`src/rtl/guess_tracker_if.sv`:
```
// Bus between letter selection / text generator and the guess tracker.
interface guess_tracker_if #(
    parameter int unsigned WORD_LEN = 7,
    parameter int unsigned CHAR_W   = 7
);
    logic                         restart;
    logic                         guess_valid;
    logic [CHAR_W-1:0]            guess_letter;
    logic [WORD_LEN*CHAR_W-1:0]   word_in;
    logic [WORD_LEN*CHAR_W-1:0]   out_word;
    logic [WORD_LEN-1:0]          revealed;
    logic [3:0]                   wrong_count;
    logic                         busy;
    logic                         win;
    logic                         lose;
    logic                         done_pulse;
    logic                         dup_pulse;
    logic                         invalid_pulse;

    // Driver side: game control and guesses.
    modport master (
        output restart, guess_valid, guess_letter, word_in,
        input  out_word, revealed, wrong_count, busy, win, lose,
               done_pulse, dup_pulse, invalid_pulse
    );

    // Tracker side.
    modport slave (
        input  restart, guess_valid, guess_letter, word_in,
        output out_word, revealed, wrong_count, busy, win, lose,
               done_pulse, dup_pulse, invalid_pulse
    );
endinterface

```
`src/rtl/guess_tracker.sv`:
```
// Hangman game state: latches the word, scans one position per cycle for each
// accepted guess, and drives the masked word, wrong-guess count and win/lose.
module guess_tracker #(
    parameter int unsigned       WORD_LEN  = 7,
    parameter int unsigned       CHAR_W    = 7,
    parameter int unsigned       MAX_WRONG = 6,
    parameter logic [CHAR_W-1:0] BLANK     = 7'h5F
) (
    input  logic           clk,
    input  logic           reset,
    guess_tracker_if.slave bus
);

    localparam int unsigned       IdxW      = (WORD_LEN > 1) ? $clog2(WORD_LEN) : 1;
    localparam logic [CHAR_W-1:0] CharA     = CHAR_W'(7'h41);
    localparam logic [CHAR_W-1:0] CharZ     = CHAR_W'(7'h5A);
    localparam logic [CHAR_W-1:0] CharSpace = CHAR_W'(7'h20);
    localparam logic [3:0]        MaxWrong  = 4'(MAX_WRONG);
    localparam logic [IdxW-1:0]   LastIdx   = IdxW'(WORD_LEN - 1);

    typedef enum logic [2:0] {StIdle, StPlay, StCheck, StResolve, StWin, StLose} state_e;

    state_e                     state_q, state_d;
    logic [WORD_LEN*CHAR_W-1:0] word_q, word_d;
    logic [WORD_LEN*CHAR_W-1:0] out_word_q, out_word_d;
    logic [WORD_LEN-1:0]        revealed_q, revealed_d;
    logic [3:0]                 wrong_q, wrong_d;
    logic [25:0]                used_q, used_d;
    logic [CHAR_W-1:0]          letter_q, letter_d;
    logic                       hit_q, hit_d;
    logic [IdxW-1:0]            idx_q, idx_d;
    logic                       done_q, done_d;
    logic                       dup_q, dup_d;
    logic                       invalid_q, invalid_d;

    logic [CHAR_W-1:0] cur_char;
    logic [CHAR_W-1:0] letter_off;
    logic              letter_ok;

    assign letter_ok  = (bus.guess_letter >= CharA) && (bus.guess_letter <= CharZ);
    assign letter_off = bus.guess_letter - CharA;

    // Select the word character under the scan index.
    always_comb begin
        cur_char = '0;
        for (int i = 0; i < WORD_LEN; i++) begin
            if (idx_q == IdxW'(i)) cur_char = word_q[i*CHAR_W +: CHAR_W];
        end
    end

    // Next-state: restart overrides everything, then per-state game rules.
    always_comb begin
        state_d    = state_q;
        word_d     = word_q;
        revealed_d = revealed_q;
        wrong_d    = wrong_q;
        used_d     = used_q;
        letter_d   = letter_q;
        hit_d      = hit_q;
        idx_d      = idx_q;
        done_d     = 1'b0;
        dup_d      = 1'b0;
        invalid_d  = 1'b0;

        if (bus.restart) begin
            word_d  = bus.word_in;
            used_d  = '0;
            wrong_d = '0;
            hit_d   = 1'b0;
            idx_d   = '0;
            state_d = StPlay;
            // Spaces pad short words and are shown from the start.
            for (int i = 0; i < WORD_LEN; i++) begin
                revealed_d[i] = (bus.word_in[i*CHAR_W +: CHAR_W] == CharSpace);
            end
        end else begin
            unique case (state_q)
                StPlay: begin
                    if (bus.guess_valid) begin
                        if (!letter_ok) begin
                            invalid_d = 1'b1;
                        end else if (used_q[letter_off[4:0]]) begin
                            dup_d = 1'b1;
                        end else begin
                            used_d[letter_off[4:0]] = 1'b1;
                            letter_d = bus.guess_letter;
                            hit_d    = 1'b0;
                            idx_d    = '0;
                            state_d  = StCheck;
                        end
                    end
                end
                StCheck: begin
                    if (cur_char == letter_q) begin
                        hit_d = 1'b1;
                        for (int i = 0; i < WORD_LEN; i++) begin
                            if (idx_q == IdxW'(i)) revealed_d[i] = 1'b1;
                        end
                    end
                    if (idx_q == LastIdx) begin
                        state_d = StResolve;
                    end else begin
                        idx_d = idx_q + 1'b1;
                    end
                end
                StResolve: begin
                    done_d = 1'b1;
                    if (!hit_q && (wrong_q != MaxWrong)) wrong_d = wrong_q + 4'd1;
                    if (&revealed_q) begin
                        state_d = StWin;
                    end else if (wrong_d == MaxWrong) begin
                        state_d = StLose;
                    end else begin
                        state_d = StPlay;
                    end
                end
                StIdle, StWin, StLose: ;
                default: state_d = StIdle;
            endcase
        end
    end

    // Masked word follows the next revealed mask so it lands with it.
    always_comb begin
        out_word_d = '0;
        for (int i = 0; i < WORD_LEN; i++) begin
            out_word_d[i*CHAR_W +: CHAR_W] = revealed_d[i] ? word_d[i*CHAR_W +: CHAR_W] : BLANK;
        end
    end

    // State registers with asynchronous clear.
    always_ff @(posedge clk or posedge reset) begin
        if (reset) begin
            state_q    <= StIdle;
            word_q     <= '0;
            out_word_q <= {WORD_LEN{BLANK}};
            revealed_q <= '0;
            wrong_q    <= '0;
            used_q     <= '0;
            letter_q   <= '0;
            hit_q      <= 1'b0;
            idx_q      <= '0;
            done_q     <= 1'b0;
            dup_q      <= 1'b0;
            invalid_q  <= 1'b0;
        end else begin
            state_q    <= state_d;
            word_q     <= word_d;
            out_word_q <= out_word_d;
            revealed_q <= revealed_d;
            wrong_q    <= wrong_d;
            used_q     <= used_d;
            letter_q   <= letter_d;
            hit_q      <= hit_d;
            idx_q      <= idx_d;
            done_q     <= done_d;
            dup_q      <= dup_d;
            invalid_q  <= invalid_d;
        end
    end

    assign bus.out_word      = out_word_q;
    assign bus.revealed      = revealed_q;
    assign bus.wrong_count   = wrong_q;
    assign bus.busy          = (state_q == StCheck) || (state_q == StResolve);
    assign bus.win           = (state_q == StWin);
    assign bus.lose          = (state_q == StLose);
    assign bus.done_pulse    = done_q;
    assign bus.dup_pulse     = dup_q;
    assign bus.invalid_pulse = invalid_q;

endmodule

```
`src/flat_wrapper.sv`:
```
// flat-port wrapper written by rule: the top's interface ports become plain ports
module guess_tracker_flat 
#(
    parameter int unsigned       WORD_LEN  = 7,
    parameter int unsigned       CHAR_W    = 7,
    parameter int unsigned       MAX_WRONG = 6,
    parameter logic [CHAR_W-1:0] BLANK     = 7'h5F
)
  (clk, reset, bus_restart, bus_guess_valid, bus_guess_letter, bus_word_in, bus_out_word, bus_revealed, bus_wrong_count, bus_busy, bus_win, bus_lose, bus_done_pulse, bus_dup_pulse, bus_invalid_pulse);
  guess_tracker_if #(.WORD_LEN(WORD_LEN), .CHAR_W(CHAR_W)) bus_i ();
  input  logic clk;
  input  logic reset;
  input wire logic [$bits(bus_i.restart)-1:0] bus_restart;
  input wire logic [$bits(bus_i.guess_valid)-1:0] bus_guess_valid;
  input wire logic [$bits(bus_i.guess_letter)-1:0] bus_guess_letter;
  input wire logic [$bits(bus_i.word_in)-1:0] bus_word_in;
  output wire logic [$bits(bus_i.out_word)-1:0] bus_out_word;
  output wire logic [$bits(bus_i.revealed)-1:0] bus_revealed;
  output wire logic [$bits(bus_i.wrong_count)-1:0] bus_wrong_count;
  output wire logic [$bits(bus_i.busy)-1:0] bus_busy;
  output wire logic [$bits(bus_i.win)-1:0] bus_win;
  output wire logic [$bits(bus_i.lose)-1:0] bus_lose;
  output wire logic [$bits(bus_i.done_pulse)-1:0] bus_done_pulse;
  output wire logic [$bits(bus_i.dup_pulse)-1:0] bus_dup_pulse;
  output wire logic [$bits(bus_i.invalid_pulse)-1:0] bus_invalid_pulse;
  assign bus_i.restart = bus_restart;
  assign bus_i.guess_valid = bus_guess_valid;
  assign bus_i.guess_letter = bus_guess_letter;
  assign bus_i.word_in = bus_word_in;
  assign bus_out_word = bus_i.out_word;
  assign bus_revealed = bus_i.revealed;
  assign bus_wrong_count = bus_i.wrong_count;
  assign bus_busy = bus_i.busy;
  assign bus_win = bus_i.win;
  assign bus_lose = bus_i.lose;
  assign bus_done_pulse = bus_i.done_pulse;
  assign bus_dup_pulse = bus_i.dup_pulse;
  assign bus_invalid_pulse = bus_i.invalid_pulse;
  guess_tracker #(.WORD_LEN(WORD_LEN), .CHAR_W(CHAR_W), .MAX_WRONG(MAX_WRONG), .BLANK(BLANK)) u_core (.clk(clk), .reset(reset), .bus(bus_i));
endmodule
```
`config.mk`:
```
export PLATFORM = sky130hd
export DESIGN_NAME = guess_tracker_flat
export DESIGN_NICKNAME = d
export VERILOG_FILES = /design/src/rtl/guess_tracker_if.sv /design/src/rtl/guess_tracker.sv /design/src/flat_wrapper.sv
export SDC_FILE = /design/constraint.sdc
export NUM_CORES = 1
export LEC_CHECK = 0
export CAP_MARGIN = 15
export CORE_MARGIN = 2
export CORE_UTILIZATION = 57
export DETAILED_ROUTE_END_ITERATION = 10
export PLACE_DENSITY = 0.85
export SETUP_SLACK_MARGIN = 0.2
export SLEW_MARGIN = 20
export SYNTH_ARGS = -nofsm -noshare
export SYNTH_HDL_FRONTEND = slang
export SYNTH_SLANG_ARGS = --single-unit
export TNS_END_PERCENT = 100
```
`constraint.sdc`:
```
create_clock -name clk -period 13.77 [get_ports clk]
set_input_delay 3.4425 -clock clk [delete_from_list [all_inputs] [get_ports clk]]
set_output_delay 3.4425 -clock clk [all_outputs]
set_load 0.05 [all_outputs]
```
# Word-level counts from Yosys, hierarchy flattened
# Index checks and enable logic that the tools add are counted.
[totals]
register_bits = 152
inputBits = 60
[classes]
addsub = 3
n_lt_le_gt_ge = 4
n_eq_ne = 29
mux = 70
n_bitwise = 3
n_reduce_logical = 19
[ops]
columns = ["operator", "n"]
rows = [
  ["2-to-1 mux 26 bit", 5],
  ["2-to-1 mux 7 bit", 17],
  ["== test 7 x 6 -> 1 bit (second input constant)", 7],
  ["2-to-1 mux 49 bit", 1],
  ["2-to-1 mux 3 bit", 12],
  ["OR 26 bit", 1],
  ["2-to-1 mux 1 bit", 25],
  ["2-to-1 mux 4 bit", 5],
  ["AND reduction 5 bit", 4],
  ["== test 3 bit (second input constant)", 5],
  ["== test 3 x 2 -> 1 bit (second input constant)", 4],
  ["case mux 3 bit (4 select lines)", 1],
  ["inequality test 3 x 2 -> 1 bit (second input constant)", 3],
  ["inequality test 3 bit (second input constant)", 3],
  ["nonzero test 2 bit", 4],
  ["== test 7 bit", 1],
  [">= comparator 7 bit (second input constant)", 1],
  ["<= comparator 7 bit (second input constant)", 1],
  ["AND reduction 7 bit", 1],
  ["== test 3 x 1 -> 1 bit (second input constant)", 2],
  ["zero test 3 bit", 2],
  ["less-than comparator 5 x 6 -> 1 bit (second input constant)", 1],
  ["case mux 3 bit (2 select lines)", 1],
  ["binary-select mux 1 bit (select 5 bit)", 1],
  ["16 further kinds", 20],
]

# Longest topological paths before layout
# Gate-level depths: netlist of the first run.
[logic_depth]
word_depth = 13
depth_mapped = 12
depth_no_buf = 9

# Least setup slack after synthesis of the first run
# Ideal clock, no wire load.
[synth_path]
path_kind = "input to register"
start = "input bus_guess_letter[0]"
end = "register u_core.letter_q[1]"
t_arrival_ps = 5923
t_required_ps = 13642
path_slack_ps = 7719
cell_stages = 11
path_cell_list = "buf_2 > inv_1 > ha_1 > buf_2 > mux2_2 > a2bb2oi_1 > o22ai_1 > a311oi_2 > nor2_1 > buf_2 > mux2_1"
[synth_via]
elab_chain_len = 5
elab_cells_between_ends = 8
classes_between = "1 x add/sub; 2 x order compare; 2 x mux; 1 x bitwise; 2 x reduce/logical"
[synth_lines]
columns = ["element", "line", "rtl"]
rows = [
  ["from (decl)", "flat_wrapper.sv:15", "input wire logic [$bits(bus_i.guess_letter)-1:0] bus_guess_letter;"],
  ["subtractor 5 x 1 -> 5 bit", "guess_tracker.sv:41", "assign letter_off = bus.guess_letter - CharA;"],
  ["binary-select mux 1 bit (select 5 bit)", "guess_tracker.sv:82", "end else if (used_q[letter_off[4:0]]) begin"],
  ["2-to-1 mux 1 bit (implied by the code)", "guess_tracker.sv:82", ""],
  ["inverter 1 bit (no source line)", "-", ""],
  ["AND reduction 5 bit (no source line) *", "-", ""],
  ["to (signal assigned)", "guess_tracker.sv:153", "letter_q <= letter_d;"],
  ["to (decl)", "guess_tracker.sv:29", "logic [CHAR_W-1:0] letter_q, letter_d;"],
]
# Mark *: on every way between the ends. The rest lies on a longest branch, timed or not. The select of a mux whose other input is x is not followed.
# A chain may end at the register's enable or synchronous reset.

# Worst setup path after layout of the first run
[layout_path]
start = "input bus_guess_letter[0]"
end = "register u_core.letter_q[2]"
# Same word-level chain as after synthesis.

==> out/results.txt, run 1 <==
status: finished, final reports clean
Max VDD drop: 114 µV
post-synth top area cell: dfrtp_1
number of global-route vias before repair: 5650
Num CTS Buffers: 17
DP Wirelength: 12900 µm
Placer Congestion: 0.913
largest net degree at the start of global routing: 83
Final #Nets: 811
Port Buffers: 125
Post-Syn Nets: 698
Critical Path Most Common Cell: mux2_2
CTS root buffer: clkbuf_16
post-cts sizing count: 0
first drt pass iteration count: 6
cts hold-fix bufs: 0
post-synth top area share: 37.5%
CTS Buffer Depth: 2
Setup Viol. Count Final: 0
crit start category: input pin
hold crit path type: flop to flop
Netlist cell types: 69
Boundary Pins: 126
Power, Total: 1.10 mW
initial DRC count: 601
post-place setup slack: 6390 ps
Row Count: 41
#FFs+latches synth: 152
Tmin final: 6920 ps
top cells by area, synth: dfrtp_1 38%, dfstp_2 15%, mux2_2 6.4%, nand2b_1 4.2%, a32o_1 3.5%
Setup TNS Final: 0 ps
EDFF count, synth: 0
Syn Area/Cell: 11.7 µm²
Total GRT Usage: 28.0%
leak pwr: 3.88 nW
Routed Antenna Nets: 0
worst clock skew: 8.32 ps
CP max stage cell: clkdlybuf4s50_1
Core Area: 12600 µm²
first-pass GRT wire length: 30700 µm
clk sink count: 152
Mapped Cells: 626
crit path buf inv count: 3
routed len/inst: 20.4 µm
CP Cell Sequence: clkdlybuf4s50_1 > inv_1 > ha_1 > nand2b_1 > mux2_2 > a2bb2oi_1 > o22ai_1 > a311oi_2 > nor2_2 > buf_4 > mux2_2
Rel. slew slack: 42.0%
Die Area: 13800 µm²
CP Capture Type: flop
aggregate routed wire length: 18800 µm
clock transition at the registers of the reported paths: 60 ps
Die X: 117 µm
Die Y-Extent: 117 µm
Congestion Overflow GR: 0
worst setup margin: 6850 ps
most frequent cells in the layout: 124 x clkdlybuf4s50_1, 110 x dfrtp_1, 49 x nand2b_1
Crit path required time: 14080 ps
Yosys Warn Count: 0
Max-cap violations: 0
Vias: 5606
crit-path max FO: 33
vias per cell: 6.07
Pwr Density: 118 nW/µm²
Async SR Flop Fraction: 100%
Crit path largest cell delay: 750 ps
DR DRC count: 0
insertion delay to the later sink of the worst-skew pair: 430 ps
Max Slew Vio Count: 0
layout cells sized above 1: 19.5%
Post-Syn Area: 7330 µm²
RSZ-0062 raised after global routing: no
CTS tree: done
cell family with most CP delay: buffers and inverters
initial antenna violation count: 0
Inserted Diodes: 0
final hold vios: 0
crit path kind: input pin to flop
WP data arrival: 7230 ps
Worst Tran Pin Value: 870 ps
FMAX: 144 MHz
Setup Buffers After CTS: 0
sequential share of the synthesized area: 52.6%
area delta synth->final: 26.6%
H-tree Lvls: 4
ys flop type: dfrtp_1
initial core utilization: 58.3%
crit share post-route: 50.3%
most common cell after layout, fill and taps aside: clkdlybuf4s50_1
worst register-to-register path, stage by stage (launching register included):
cell,delay (ps)
dfrtp_1,800
inv_2,250
ha_1,430
or2_4,320
a221oi_2,270
a221oi_1,130
a2111oi_4,450
nand4_4,350
o41ai_4,720
and2_1,210
power breakdown:
part	total (mW)	internal [mW]	leakage, nW	switching, mW
logic	0.128	0.0568	1.74	0.0708
registers	0.490	0.469	1.85	0.0203
clock network	0.478	0.295	0.291	0.183
state kept, by name, indices dropped and copies added (netlist names):
| signal | flops |
|---|---|
| u_core.letter_q | 7 |
| u_core.word_q | 49 |
| u_core.bus.out_word | 49 |
| u_core.hit_q | 1 |
| u_core.bus.revealed | 7 |
| u_core.bus.invalid_pulse | 1 |
| u_core.used_q | 26 |
| u_core.bus.dup_pulse | 1 |
| u_core.state_q | 3 |
| u_core.bus.done_pulse | 1 |
| u_core.bus.wrong_count | 4 |
| u_core.idx_q | 3 |
final timing paths:
| kind | end | depth (start not counted) | from | slack [ps] |
|---|---|---|---|---|
| setup reg to reg | u_core.bus.out_word[12]$_DFF_PP0_ | 9 | u_core.idx_q[2]$_DFFE_PP0P_ | 9770 |
| min in group asynchronous | u_core.bus.out_word[5]$_DFF_PP0_ | 2 | reset | 3510 |
| hold / removal | u_core.used_q[1]$_DFFE_PP0P_ | 1 | u_core.used_q[1]$_DFFE_PP0P_ | 480 |
| max in group asynchronous | u_core.used_q[7]$_DFFE_PP0P_ | 3 | reset | 8910 |
| hold reg to reg | u_core.used_q[1]$_DFFE_PP0P_ | 1 | u_core.used_q[1]$_DFFE_PP0P_ | 480 |
| setup / recovery | u_core.letter_q[2]$_DFFE_PP0P_ | 11 | bus_guess_letter[0] | 6850 |
synth_stat cells, drive strengths merged, types with 18 or more instances:
library cell	count
o21ai	26
a21oi	19
nand2b	49
inv	32
dfstp	42
a32o	26
mux2	43
nor2	24
clkbuf	18
buf	19
nand2	38
dfrtp	110
metal layers:
layer	track usage [%]	vias up	share of wire, %
met5	0	-	0
met4	8.81	0	1.7
met3	6.61	30	6.8
met2	43.8	236	48
met1	39.2	2813	44
li1	-	2527	-
cell families (layout without fill, tap and decap cells):
| kind of cell | after synthesis | after routing | synth area share [%] |
|---|---|---|---|
| mux | 53 | 53 | 8.99 |
| compound gates | 140 | 140 | 16.6 |
| fa+ha+maj | 12 | 12 | 2.05 |
| buf+inv | 69 | 195 | 3.91 |
| flops | 152 | 152 | 52.6 |
| xor+xnor | 6 | 6 | 0.717 |
| simple gates | 194 | 194 | 15.1 |
through the flow:
step                instances  hold WS (ps)  instance area, µm²  util [%]
floorplan                 626           458                7330         -
global route              924           508                9290      73.9
detailed placement        892           474                8680      69.1
global placement          892           467                8680      69.1
CTS                       924           489                9290      73.9
finish                    924           485                9290      73.9
area by class of cell:
type / instances / area, µm²
clock inverters: 10 / 141
clock buffers: 22 / 464
flip-flops and latches: 152 / 3860
well taps: 172 / 215
repair buffers: 131 / 1290
multi-input cells: 405 / 3190
fillers: 823 / 3280
inverters: 32 / 125
Power figures use the tool's default switching activity.
==> run 2, diff against run 1 <==
CORE_UTILIZATION = 48   (was 57)
PLACE_DENSITY = 0.76   (was 0.85)
clock period = 5.67 ns   (was 13.77 ns; I/O delays follow)
==> out/results.txt, run 2 (synthesized netlist as in run 1, its figures left out) <==
status: finished, final reports clean (unchanged)
Worst Tran Pin Value: 886 ps (was 870 ps)
CTS root buffer: clkbuf_16 (unchanged)
Die Area: 16300 µm² (was 13800 µm²)
routed len/inst: 20.3 µm (was 20.4 µm)
aggregate routed wire length: 19200 µm (was 18800 µm)
DP Wirelength: 13700 µm (was 12900 µm)
Boundary Pins: 126 (unchanged)
Max VDD drop: 213 µV (was 114 µV)
CTS Buffer Depth: 2 (unchanged)
WP data arrival: 4860 ps (was 7230 ps)
crit-path max FO: 14 (was 33)
vias per cell: 5.82 (was 6.07)
insertion delay to the later sink of the worst-skew pair: 430 ps (about the same)
crit start category: input pin (unchanged)
Setup Viol. Count Final: 0 (unchanged)
final hold vios: 0 (unchanged)
Placer Congestion: 0.882 (was 0.913)
Routed Antenna Nets: 0 (unchanged)
reg2reg setup slack: 1860 ps (was 9770 ps)
layout cells sized above 1: 19.6% (was 19.5%)
initial core utilization: 48.6% (was 58.3%)
switching pwr: 0.669 mW (was 0.274 mW)
CTS tree: done (unchanged)
first drt pass iteration count: 5 (was 6)
Crit path required time: 5970 ps (was 14080 ps)
Vias: 5484 (was 5606)
CP Capture Type: flop (unchanged)
fillers: 1183 (was 823)
Power, Total: 2.64 mW (was 1.10 mW)
worst clock skew: 10.5 ps (was 8.32 ps)
initial DRC count: 458 (was 601)
Net Sw Frac: 25.3% (was 25.0%)
Setup Buffers After CTS: 0 (unchanged)
most frequent cells in the layout: 124 x clkdlybuf4s50_1, 110 x dfrtp_1, 49 x nand2b_1 (unchanged)
crit share post-route: 80.3%
Total GRT Usage: 24.8% (was 28.0%)
Congestion Overflow GR: 0 (unchanged)
leak pwr: 3.89 nW (was 3.88 nW)
H-tree Lvls: 4 (unchanged)
Flop pwr share: 45.0% (was 44.7%)
most common cell after layout, fill and taps aside: clkdlybuf4s50_1 (unchanged)
Die X: 128 µm (was 117 µm)
cts hold-fix bufs: 0 (unchanged)
Tmin final: 4550 ps
Logic pwr share: 11.7% (was 11.6%)
Port Buffers: 125 (unchanged)
RSZ-0062 raised after global routing: no (unchanged)
clock transition at the registers of the reported paths: 60 ps (about the same)
Core Area: 15100 µm² (was 12600 µm²)
Max-cap violations: 0 (unchanged)
Pwr Density: 284 nW/µm² (was 118 nW/µm²)
DR DRC count: 0 (unchanged)
Int Pwr: 1.97 mW (was 0.822 mW)
Final #Nets: 814 (was 811)
first-pass GRT wire length: 31200 µm (was 30700 µm)
area delta synth->final: 27.0% (was 26.6%)
initial antenna violation count: 0 (unchanged)
Row Count: 45 (was 41)
hold crit path type: flop to flop (unchanged)
crit path kind: input pin to flop (unchanged)
clock network power share: 43.2% (was 43.7%)
post-cts sizing count: 0 (unchanged)
Inserted Diodes: 0 (unchanged)
Rel. slew slack: 41.0% (was 42.0%)
clk sink count: 152 (unchanged)
FMAX: 220 MHz
Die Y-Extent: 128 µm (was 117 µm)
Setup TNS Final: 0 ps (unchanged)
number of global-route vias before repair: 5681 (was 5650)
Num CTS Buffers: 17 (unchanged)
Max Slew Vio Count: 0 (unchanged)
largest net degree at the start of global routing: 102 (was 83)
-- run 2: final cells by class --
class,instances,area (µm²),share of cell area [%]
Clock buffer,22,444,4.77
Inverter,32,125,1.34
Clock inverter,10,145,1.56
Multi-Input combinational cell,405,3190,34.3
Timing Repair Buffer,134,1310,14.1
Tap cell,188,235,2.53
Sequential cell,152,3860,41.4
-- run 2: final timing paths --
kind | to | from | depth (start not counted)
max | u_core.letter_q[1]$_DFFE_PP0P_ | bus_guess_letter[0] | 12
min in group asynchronous | u_core.word_q[5]$_DFF_PP0_ | reset | 2
max in group asynchronous | u_core.word_q[38]$_DFF_PP0_ | reset | 3
max reg2reg | u_core.bus.out_word[19]$_DFF_PP0_ | u_core.idx_q[1]$_DFFE_PP0P_ | 10
min reg2reg | u_core.used_q[25]$_DFFE_PP0P_ | u_core.used_q[25]$_DFFE_PP0P_ | 1
min | u_core.used_q[25]$_DFFE_PP0P_ | u_core.used_q[25]$_DFFE_PP0P_ | 1
-- run 2: power by group through the flow --
stage          Sequential (mW)  Clock [mW]  Combinational [mW]
3_3_place_gp              1.20           0               0.304
2_1_floorplan             1.19           0               0.197
6_report                  1.19        1.14               0.310
3_5_place_dp              1.21           0               0.307
5_1_grt                   1.20        1.21               0.340
4_1_cts                   1.19        1.16               0.312
-- run 2: critical path, cell delays in order --
cell             delay [ps]
clkdlybuf4s50_1         460
buf_4                   220
inv_1                   130
ha_1                    410
nand2b_1                220
mux2i_1                 100
a211oi_1                570
o32ai_1                 220
a311oi_2                490
nor2_2                  100
buf_4                   210
mux2_1                  320
-- run 2: stage by stage --
step | hold slack [ps] | worst slack (ps) | cell area (µm²) | instances | util, %
finish | 491 | 1120 | 9310 | 943 | 61.7
global route | 511 | 888 | 9310 | 943 | 61.7
CTS | 493 | 1120 | 9310 | 943 | 61.7
detailed placement | 480 | 696 | 8720 | 911 | 57.8
global placement | 468 | 853 | 8720 | 911 | 57.8
floorplan | 458 | 229 | 7330 | 626 | -
-- run 2: layer usage --
metal	track usage, %	share of wire (%)	vias up
li1	-	-	2524
met1	35.6	46	2781
met2	38.6	47	163
met3	4.98	5.7	16
met4	6.66	1.1	0
met5	0	0	-
==> run 3, diff against run 2 <==
clock period = 4.15 ns   (was 5.67 ns; I/O delays follow)
==> out/results.txt, run 3 (synthesized netlist as in run 1, its figures left out) <==
Setup TNS Final: 0 ps (unchanged)
clock transition at the registers of the reported paths: 60 ps (about the same)
status: finished, final reports clean (unchanged)
Tmin final: 3640 ps
initial DRC count: 334 (was 458)
CP Capture Type: flop (unchanged)
Rel. slew slack: 46.2% (was 41.0%)
fillers: 1179 (was 1183)
initial core utilization: 48.6% (unchanged)
Routed Antenna Nets: 0 (unchanged)
Core Area: 15100 µm² (unchanged)
Die X: 128 µm (unchanged)
aggregate routed wire length: 19100 µm (was 19200 µm)
Hold Path Depth: 1 (unchanged)
Post-DP Area: 8840 µm² (was 8720 µm²)
DP Wirelength: 13500 µm (was 13700 µm)
number of global-route vias before repair: 5761 (was 5681)
leak pwr: 3.96 nW (was 3.89 nW)
Power, Total: 3.68 mW (was 2.64 mW)
initial antenna violation count: 0 (unchanged)
Setup Viol. Count Final: 0 (unchanged)
Boundary Pins: 126 (unchanged)
worst clock skew: 9.11 ps (was 10.5 ps)
Inserted Diodes: 0 (unchanged)
Vias: 5617 (was 5484)
RSZ-0062 raised after global routing: no (unchanged)
Total GRT Usage: 24.9% (was 24.8%)
post-cts sizing count: 0 (unchanged)
Final #Nets: 827 (was 814)
Setup Buffers After CTS: 0 (unchanged)
layout cells sized above 1: 21.2% (was 19.6%)
final hold vios: 0 (unchanged)
Die Y-Extent: 128 µm (unchanged)
Hold Worst Slack: 488 ps (was 491 ps)
placed cell count: 924 (was 911)
Final Non-Filler Cells: 956 (was 943)
post-place setup slack: 155 ps (was 696 ps)
most frequent cells in the layout: 124 x clkdlybuf4s50_1, 110 x dfrtp_1, 49 x nand2b_1 (unchanged)
first drt pass iteration count: 5 (unchanged)
hold crit path type: flop to flop (unchanged)
r2r worst-path depth: 11 (was 10)
CTS root buffer: clkbuf_16 (unchanged)
CTS Buffer Depth: 2 (unchanged)
routed len/inst: 20.0 µm (was 20.3 µm)
first-pass GRT wire length: 31300 µm (was 31200 µm)
Num CTS Buffers: 17 (unchanged)
WP data arrival: 4000 ps (was 4860 ps)
insertion delay to the later sink of the worst-skew pair: 430 ps (about the same)
worst setup margin: 509 ps (was 1120 ps)
crit path kind: flop to flop (was input pin to flop)
Congestion Overflow GR: 0 (unchanged)
Max-cap violations: 0 (unchanged)
most common cell after layout, fill and taps aside: clkdlybuf4s50_1 (unchanged)
crit share post-route: 87.7%
cts hold-fix bufs: 0 (unchanged)
Max VDD drop: 299 µV (was 213 µV)
largest net degree at the start of global routing: 153 (was 102)
crit-path max FO: 16 (was 14)
area delta synth->final: 29.0% (was 27.0%)
DR DRC count: 0 (unchanged)
crit start category: flop (was input pin)
Port Buffers: 125 (unchanged)
Crit path required time: 4510 ps (was 5970 ps)
Final Util: 62.7% (was 61.7%)
vias per cell: 5.88 (was 5.82)
CTS tree: done (unchanged)
Pwr Density: 389 nW/µm² (was 284 nW/µm²)
Max Slew Vio Count: 0 (unchanged)
H-tree Lvls: 4 (unchanged)
FMAX: 275 MHz
Row Count: 45 (unchanged)
Placer Congestion: 0.921 (was 0.882)
clk sink count: 152 (unchanged)
Final Cell Area: 9460 µm² (was 9310 µm²)
Die Area: 16300 µm² (unchanged)
Worst Tran Pin Value: 806 ps (was 886 ps)
-- run 3: cell count changes in the layout (fill, tap and decap cells not counted) --
cell,delta
buf_12,+2
clkinv_4,-1
buf_4,+11
clkinvlp_4,+4
clkinv_2,+1
bufinv_16,+1
inv_6,-3
clkbuf_1,-2
-- run 3: final timing paths --
check | endpoint | start | slack [ps]
max reg2reg | u_core.bus.out_word[12]$_DFF_PP0_ | u_core.idx_q[1]$_DFFE_PP0P_ | 510
max in group asynchronous | u_core.used_q[2]$_DFFE_PP0P_ | reset | 2350
max | u_core.bus.out_word[12]$_DFF_PP0_ | u_core.idx_q[1]$_DFFE_PP0P_ | 510
min in group asynchronous | u_core.word_q[34]$_DFF_PP0_ | reset | 1200
min | u_core.used_q[12]$_DFFE_PP0P_ | u_core.used_q[12]$_DFFE_PP0P_ | 490
min reg2reg | u_core.used_q[12]$_DFFE_PP0P_ | u_core.used_q[12]$_DFFE_PP0P_ | 490
-- run 3: metal layers --
| layer | up-vias | share of wire (%) | global-route usage (%) | wire (µm) |
|---|---|---|---|---|
| li1 | 2564 | - | - | - |
| met1 | 2856 | 46 | 35.4 | 8810 |
| met2 | 172 | 47 | 38.1 | 9050 |
| met3 | 25 | 5.1 | 5.44 | 972 |
| met4 | 0 | 1.6 | 8.21 | 311 |
| met5 | - | 0 | 0 | 0 |
-- run 3: area by class of cell --
cell class                 instances  area [µm²]  area share [%]
sequential                       152        3860            40.8
multi-input combinational        405        3190            33.8
timing repair buffer             147        1440            15.2
clock buffer                      20         437            4.62
inverter                          32         124            1.31
tap                              188         235            2.49
clock inverter                    12         176            1.87
-- run 3: worst max-delay path, stage by stage (launching register included) --
cell	delay, ps
dfrtp_1	390
inv_1	70
ha_1	320
buf_4	250
buf_4	170
nor2b_1	150
o311ai_0	350
a21oi_1	210
a2111oi_4	400
nand4_4	340
o41ai_4	700
and2_1	200
-- run 3: power breakdown --
group	switching, mW	leakage, nW	internal (mW)
combinational	0.238	1.82	0.197
clock	0.615	0.282	1.00
sequential	0.0668	1.85	1.56
total	0.920	3.96	2.76
